`config.mk`:
```
export PLATFORM = sky130hd
export DESIGN_NAME = alu_share_arbiter
export DESIGN_NICKNAME = d
export VERILOG_FILES = /design/src/rtl/alu_share_arbiter.sv
export SDC_FILE = /design/constraint.sdc
export NUM_CORES = 1
export LEC_CHECK = 0
export ABC_AREA = 1
export BUFFER_PORTS_ARGS = -buffer_cell sky130_fd_sc_hd__buf_4
export CAP_MARGIN = 0
export CORE_AREA = 4 4 131 133
export CTS_CLUSTER_DIAMETER = 60
export DETAILED_ROUTE_END_ITERATION = 12
export DIE_AREA = 0 0 135 137
export PLACE_DENSITY = 0.81
export RECOVER_POWER = 100
export SKIP_LAST_GASP = 1
export SLEW_MARGIN = 20
export SYNTH_ARGS = -nofsm -noshare
export SYNTH_HDL_FRONTEND = slang
export SYNTH_SLANG_ARGS = --single-unit
```
`constraint.sdc`:
```
create_clock -name clk -period 4.3 [get_ports clk]
set_input_delay 0.43 -clock clk [delete_from_list [all_inputs] [get_ports clk]]
set_output_delay 0.43 -clock clk [all_outputs]
set_load 0.03 [all_outputs]
```
`src/rtl/alu_share_arbiter.sv`:
```
// Round-robin arbiter that time-shares one external combinational ALU between two requesters.
// Each accepted request runs IDLE -> EXEC -> RESP; results are registered per requester.
module alu_share_arbiter #(
  parameter int unsigned W     = 32,
  parameter int unsigned CNT_W = 16
) (
  input  logic             clk,
  input  logic             rst,
  // requester 0
  input  logic             r0_req_valid,
  output logic             r0_req_ready,
  input  logic [W-1:0]     r0_a,
  input  logic [W-1:0]     r0_b,
  input  logic [2:0]       r0_op,
  output logic             r0_rsp_valid,
  input  logic             r0_rsp_ready,
  output logic [W-1:0]     r0_res,
  output logic             r0_zero,
  output logic             r0_sign,
  // requester 1
  input  logic             r1_req_valid,
  output logic             r1_req_ready,
  input  logic [W-1:0]     r1_a,
  input  logic [W-1:0]     r1_b,
  input  logic [2:0]       r1_op,
  output logic             r1_rsp_valid,
  input  logic             r1_rsp_ready,
  output logic [W-1:0]     r1_res,
  output logic             r1_zero,
  output logic             r1_sign,
  // shared ALU
  output logic [W-1:0]     alu_a,
  output logic [W-1:0]     alu_b,
  output logic [2:0]       alu_ctrl,
  input  logic [W-1:0]     alu_res,
  input  logic             alu_zero,
  input  logic             alu_sign,
  // status
  output logic             busy,
  output logic [CNT_W-1:0] grant_cnt0,
  output logic [CNT_W-1:0] grant_cnt1
);

  localparam logic [1:0] IDLE = 2'd0;
  localparam logic [1:0] EXEC = 2'd1;
  localparam logic [1:0] RESP = 2'd2;

  localparam logic [CNT_W-1:0] CntOne = CNT_W'(1);

  logic [1:0]       state_q, state_d;
  logic             last_grant_q, last_grant_d;
  logic             owner_q, owner_d;
  logic [W-1:0]     a_q, a_d;
  logic [W-1:0]     b_q, b_d;
  logic [2:0]       op_q, op_d;
  logic [CNT_W-1:0] cnt0_q, cnt0_d;
  logic [CNT_W-1:0] cnt1_q, cnt1_d;
  logic [W-1:0]     res0_q, res0_d;
  logic [W-1:0]     res1_q, res1_d;
  logic             zero0_q, zero0_d;
  logic             zero1_q, zero1_d;
  logic             sign0_q, sign0_d;
  logic             sign1_q, sign1_d;

  logic grant0;
  logic grant1;
  logic owner_rsp_ready;

  // Ties go to the requester that did not win last time; last_grant_q resets to 1 so r0 wins first.
  always_comb begin
    grant0 = 1'b0;
    grant1 = 1'b0;
    if (state_q == IDLE) begin
      if (r0_req_valid && r1_req_valid) begin
        grant0 = last_grant_q;
        grant1 = ~last_grant_q;
      end else begin
        grant0 = r0_req_valid;
        grant1 = r1_req_valid;
      end
    end
  end

  assign owner_rsp_ready = owner_q ? r1_rsp_ready : r0_rsp_ready;

  always_comb begin
    state_d      = state_q;
    last_grant_d = last_grant_q;
    owner_d      = owner_q;
    a_d          = a_q;
    b_d          = b_q;
    op_d         = op_q;
    cnt0_d       = cnt0_q;
    cnt1_d       = cnt1_q;
    res0_d       = res0_q;
    res1_d       = res1_q;
    zero0_d      = zero0_q;
    zero1_d      = zero1_q;
    sign0_d      = sign0_q;
    sign1_d      = sign1_q;

    case (state_q)
      IDLE: begin
        if (grant0 || grant1) begin
          owner_d      = grant1;
          last_grant_d = grant1;
          a_d          = grant1 ? r1_a  : r0_a;
          b_d          = grant1 ? r1_b  : r0_b;
          op_d         = grant1 ? r1_op : r0_op;
          if (grant0 && (cnt0_q != '1)) cnt0_d = cnt0_q + CntOne;
          if (grant1 && (cnt1_q != '1)) cnt1_d = cnt1_q + CntOne;
          state_d      = EXEC;
        end
      end
      EXEC: begin
        if (owner_q) begin
          res1_d  = alu_res;
          zero1_d = alu_zero;
          sign1_d = alu_sign;
        end else begin
          res0_d  = alu_res;
          zero0_d = alu_zero;
          sign0_d = alu_sign;
        end
        state_d = RESP;
      end
      RESP: begin
        if (owner_rsp_ready) state_d = IDLE;
      end
      default: state_d = IDLE;
    endcase
  end

  always_ff @(posedge clk) begin
    if (rst) begin
      state_q      <= IDLE;
      last_grant_q <= 1'b1;
      owner_q      <= 1'b0;
      a_q          <= '0;
      b_q          <= '0;
      op_q         <= 3'b000;
      cnt0_q       <= '0;
      cnt1_q       <= '0;
      res0_q       <= '0;
      res1_q       <= '0;
      zero0_q      <= 1'b0;
      zero1_q      <= 1'b0;
      sign0_q      <= 1'b0;
      sign1_q      <= 1'b0;
    end else begin
      state_q      <= state_d;
      last_grant_q <= last_grant_d;
      owner_q      <= owner_d;
      a_q          <= a_d;
      b_q          <= b_d;
      op_q         <= op_d;
      cnt0_q       <= cnt0_d;
      cnt1_q       <= cnt1_d;
      res0_q       <= res0_d;
      res1_q       <= res1_d;
      zero0_q      <= zero0_d;
      zero1_q      <= zero1_d;
      sign0_q      <= sign0_d;
      sign1_q      <= sign1_d;
    end
  end

  // Latched operands only change when entering EXEC, so the ALU inputs hold steady otherwise.
  assign alu_a        = a_q;
  assign alu_b        = b_q;
  assign alu_ctrl     = op_q;

  assign r0_req_ready = grant0;
  assign r1_req_ready = grant1;
  assign r0_rsp_valid = (state_q == RESP) && !owner_q;
  assign r1_rsp_valid = (state_q == RESP) && owner_q;
  assign r0_res       = res0_q;
  assign r0_zero      = zero0_q;
  assign r0_sign      = sign0_q;
  assign r1_res       = res1_q;
  assign r1_zero      = zero1_q;
  assign r1_sign      = sign1_q;

  assign busy         = (state_q != IDLE);
  assign grant_cnt0   = cnt0_q;
  assign grant_cnt1   = cnt1_q;

endmodule

```
# Yosys cells after proc, flatten, opt, wreduce, memory -nomap -nowiden
# Index checks and enable logic that the tools add are counted.
totals:
  reg_bits: 171
  wordCells: 50
  out_inout_bits: 172
op_classes:
  muxes: 11
  n_reduce_logical: 15
  bitwise_logic: 2
  add_sub_neg: 2
  n_eq_ne: 6
op_table:
  columns: ["operator", "n"]
  rows:
  - ["$mux W32", 2]
  - ["$add A16 B1 Y16 const B", 2]
  - ["$ne A16 B16 Y1 const B", 2]
  - ["$reduce_and A2 Y1", 4]
  - ["$pmux W2 S3", 1]
  - ["$reduce_and A3 Y1", 2]
  - ["$logic_and A1 B1 Y1", 5]
  - ["$mux W1", 5]
  - ["$mux W2", 2]
  - ["$mux W3", 1]
  - ["$eq A2 B1 Y1 const B", 1]
  - ["$eq A2 B2 Y1 const B", 1]
  - ["$logic_not A2 Y1", 1]
  - ["$ne A2 B1 Y1 const B", 1]
  - ["$ne A2 B2 Y1 const B", 1]
  - ["$not A1 Y1", 2]
  - ["$reduce_bool A2 Y1", 1]
  - ["$logic_not A1 Y1", 1]
  - ["$logic_or A1 B1 Y1", 1]

# Logic depth before layout (Yosys ltp)
logic_depth:
  ltp_word: 6
  ltp_mapped: 11
  depth_no_buf: 10

# Least setup slack after synthesis
# OpenSTA, ideal clock, no wires.
synth_path:
  kind: "reg-to-reg"
  from: "reg cnt0_q[0] (netlist: grant_cnt0[0])"
  to: "reg cnt0_q[10] (netlist: grant_cnt0[10])"
  t_arrival_ns: 1.623
  path_stages_with_launch: 10
  required_ns: 4.168
  path_slack_ns: 2.545
  cell_sequence: "dfxtp_1 ha_1 inv_1 nor2_1 nand2_1 nor2_4 nor2_4 buf_2 nand2_1 a21oi_1"
synth_between:
  elab_chain_len: 3
  elab_cells_between_ends: 4
  classes_between: "1 x add/sub; 1 x eq/ne; 2 x reduce/logical"
synth_lines:
  columns: ["item", "line_no", "source"]
  rows:
  - ["start: declaration", "56", "logic [CNT_W-1:0] cnt0_q, cnt0_d;"]
  - ["start signal: assignment", "157", "cnt0_q <= cnt0_d;"]
  - ["parallel branches: the longest is 3 deep, another holds $add A16 B1 Y16", null, null]
# Several ways; the timed one is not identified.
# A chain may end at the register's enable or synchronous reset.

# Worst setup path after layout
layout_path:
  from: "reg state_q[0]"
  to: "out r0_req_ready"
layout_between:
  elab_chain_len: 2
layout_lines:
  columns: ["item", "line_no", "source"]
  rows:
  - ["start: declaration", "50", "logic [1:0] state_q, state_d;"]
  - ["start signal: assignment", "151", "state_q <= state_d;"]
  - ["$logic_not A2 Y1", "73", "if (state_q == IDLE) begin"]
  - ["$mux W1", "73", null]
  - ["end: declaration", "11", "output logic r0_req_ready,"]
# No other way between the ends.

==> out/results.ini <==
[global_route]
grt_pass1_vias=7470
grt_max_degree=129
antenna_found_initial=2
overflow=0
grt_pass1_wl_mm=37.9
grt_util_all_layers=0.258

[worst_setup_path]
crit_path_end_kind=output port
startpoint=state_q[0]
critPathKind=flop to output port
cp_data_required_time_ps=3870
path_cells=nor2_4 -> nand3_1 -> inv_1 -> buf_4 -> clkbuf_1
max_stage_delay_ps=670
ff2ff_path_depth=9
worstPathArrival_ps=3040
r2r-start=state_q[0]
start_kind=flop
slowest_stage=inv_1
crit_path_max_fanout=56

[sta]
fin_setup_tns_ps=0
slew_viol_final=69
finalHoldViolCount=0
final.period_utilization=0.808
finalSetupViolations=0
final.min_clock_period_ps=3470
worst_slew_pin_slew_ps=2500
rsz0062_at_grt=false
layout_setup_ws_ps=827
worst_clock_skew_ps=11.5
max_slew_margin=-0.666
fmax_mhz=288

[floorplan]
initial_utilization=0.481
die_x_um=135
io_pins=346
num_rows=46
die_y_um=137
die_area_um2=18500
coreArea_um2=15800

[synth]
synth_xor_area_frac=0.0126
synthAdderAreaFrac=0.00329
synth.top_cell.area_share=0.449
yosysSeqAreaShare=0.449
synth_cell_types=29
synthSimpleGateAreaFrac=0.291
synth_top_family_by_area=simple AND/OR/NAND/NOR gates
synth_fp_nets=1300
synth_compound_area_frac=0.118
synth_common_cells=nand2_1 (369), dfxtp_1 (171), inv_1 (166), a21oi_1 (92), nand3_1 (89)
avgSynthCellArea_um2=6.78
yosys_warnings=0
syn_inst=1124
ys_async_sr_fraction=0
syn_area_um2=7620
yosys_register_bits=171
synth_mux_area_frac=0
synth-edff-count=0
ys_top_cells_by_area=dfxtp_1 (45%), nand2_1 (18%), inv_1 (8.2%)
ys.flop_type=dfxtp_1
synth_area_leader_cell=dfxtp_1
synth.most_common_cell=nand2_1

[clock_tree]
htree_levels=4
cts_buffers=17
cts_root_buffer=clkbuf_16
cts_max_path_buffers=2
clock_latency_ps=420
clk_pin_slew_worst_paths_ps=60
cts.repair.resized=0
cts_tree=yes
cts_setup_buffers=0
cts.sinks=171
hold_buffers=0

[placed_design]
pre_cts_ws_ps=1670
dp_hpwl_mm=18.5
port-buffer-count=345
place_congestion=0.842

[power]
irDropWorstVdd_v=0.000284
leakage_nw=4.74
powerDensity_nw_per_um2=432
p_total_mw=4.40

[routing]
routed_wl_mm=25.3
antenna_left=0
first_pass_iters=5
drtIter0Drc=555
vias=8184
routed_via_density=4.92
routedWlPerCell_um=15.2
drc=0

[finish]
fin_util=0.644
nets=1610
multi_input_area_um2=3210
regArea_um2=3420
synthToLayoutAreaGrowth_pct=33.9
drive_gt1_frac=0.149
fill_cells=1569

[hold_path]
hold_start=alu_res[29]
hold_depth=3
hp-class=input pin to flop

[status]
outcome=complete, but fails checks
violations=max-capacitance violations, max-slew violations

[job]
drv_cap=1

registers in the layout, summed over array words and instances, names as in the netlist, 2 cells and up:
signal and count:
state_q 2, alu_b 32, r0_res 32, alu_ctrl 3
grant_cnt0 16, alu_a 32, grant_cnt1 16, r1_res 32
cell type report:
cell class	instances	area share
Antenna cell	1	0.000245
Clock buffer	22	0.0475
Clock inverter	9	0.0179
Inverter	169	0.0623
Multi-Input combinational cell	724	0.315
Sequential cell	171	0.336
Tap cell	216	0.0265
Timing Repair Buffer	351	0.195
cells by family (layout without fill, tap and decap cells):
family | Yosys count | count (layout)
compound gates | 178 | 178
xor+xnor | 11 | 11
fa+ha+maj | 2 | 2
buf+inv | 229 | 551
flops | 171 | 171
other cells | 0 | 1
simple gates | 533 | 533
worst paths after layout:
path	slack [ps]	endpoint
setup / recovery	830	r0_req_ready
hold / removal	290	r0_res[29]
setup reg to reg	1200	alu_a[13]
hold reg to reg	440	r1_res[9]
worst max-delay path: cells and delay by family (launching register included):
kind	cells	cell delay [ps]
buffers and inverters	3	1650
DFF	1	380
and+or+nand+nor	2	530
report_power, final:
group	switching [mW]	total [mW]	internal [mW]
sequential	0.0695	1.78	1.71
clock	0.624	1.72	1.10
combinational	0.629	0.905	0.276
routing by layer:
| layer | vias to the layer above | wire [um] | GRT usage |
|---|---|---|---|
| li1 | 4100 | - | - |
| met1 | 3730 | 9730 | 0.290 |
| met2 | 315 | 12600 | 0.457 |
| met3 | 37 | 2360 | 0.0849 |
| met4 | 2 | 557 | 0.0980 |
| met5 | - | 20 | 0 |
cells in the final DEF, fill, tap and decap left out, types with 5 or more instances in the layout:
cell type / Yosys / layout
dfxtp_1: 171 / 171
nand3_1: 89 / 90
buf_4: 7 / 176
clkbuf_16: 0 / 17
nor3_1: 5 / 5
bufinv_16: 0 / 5
clkbuf_1: 22 / 175
xor2_1: 7 / 7
o21ai_0: 82 / 83
nand2_1: 369 / 369
nand4_1: 9 / 9
nor2_1: 47 / 49
inv_1: 166 / 167
a21oi_1: 92 / 92
metrics by stage:
step	area (um^2)	hold slack, ps	std cells
3_5_place_dp	10200	437	1631
2_1_floorplan	7620	488	1124
4_1_cts	10900	283	1662
3_3_place_gp	10200	432	1631
6_report	10200	295	1663
5_1_grt	10200	304	1663
(Power assumes the default switching activity.)
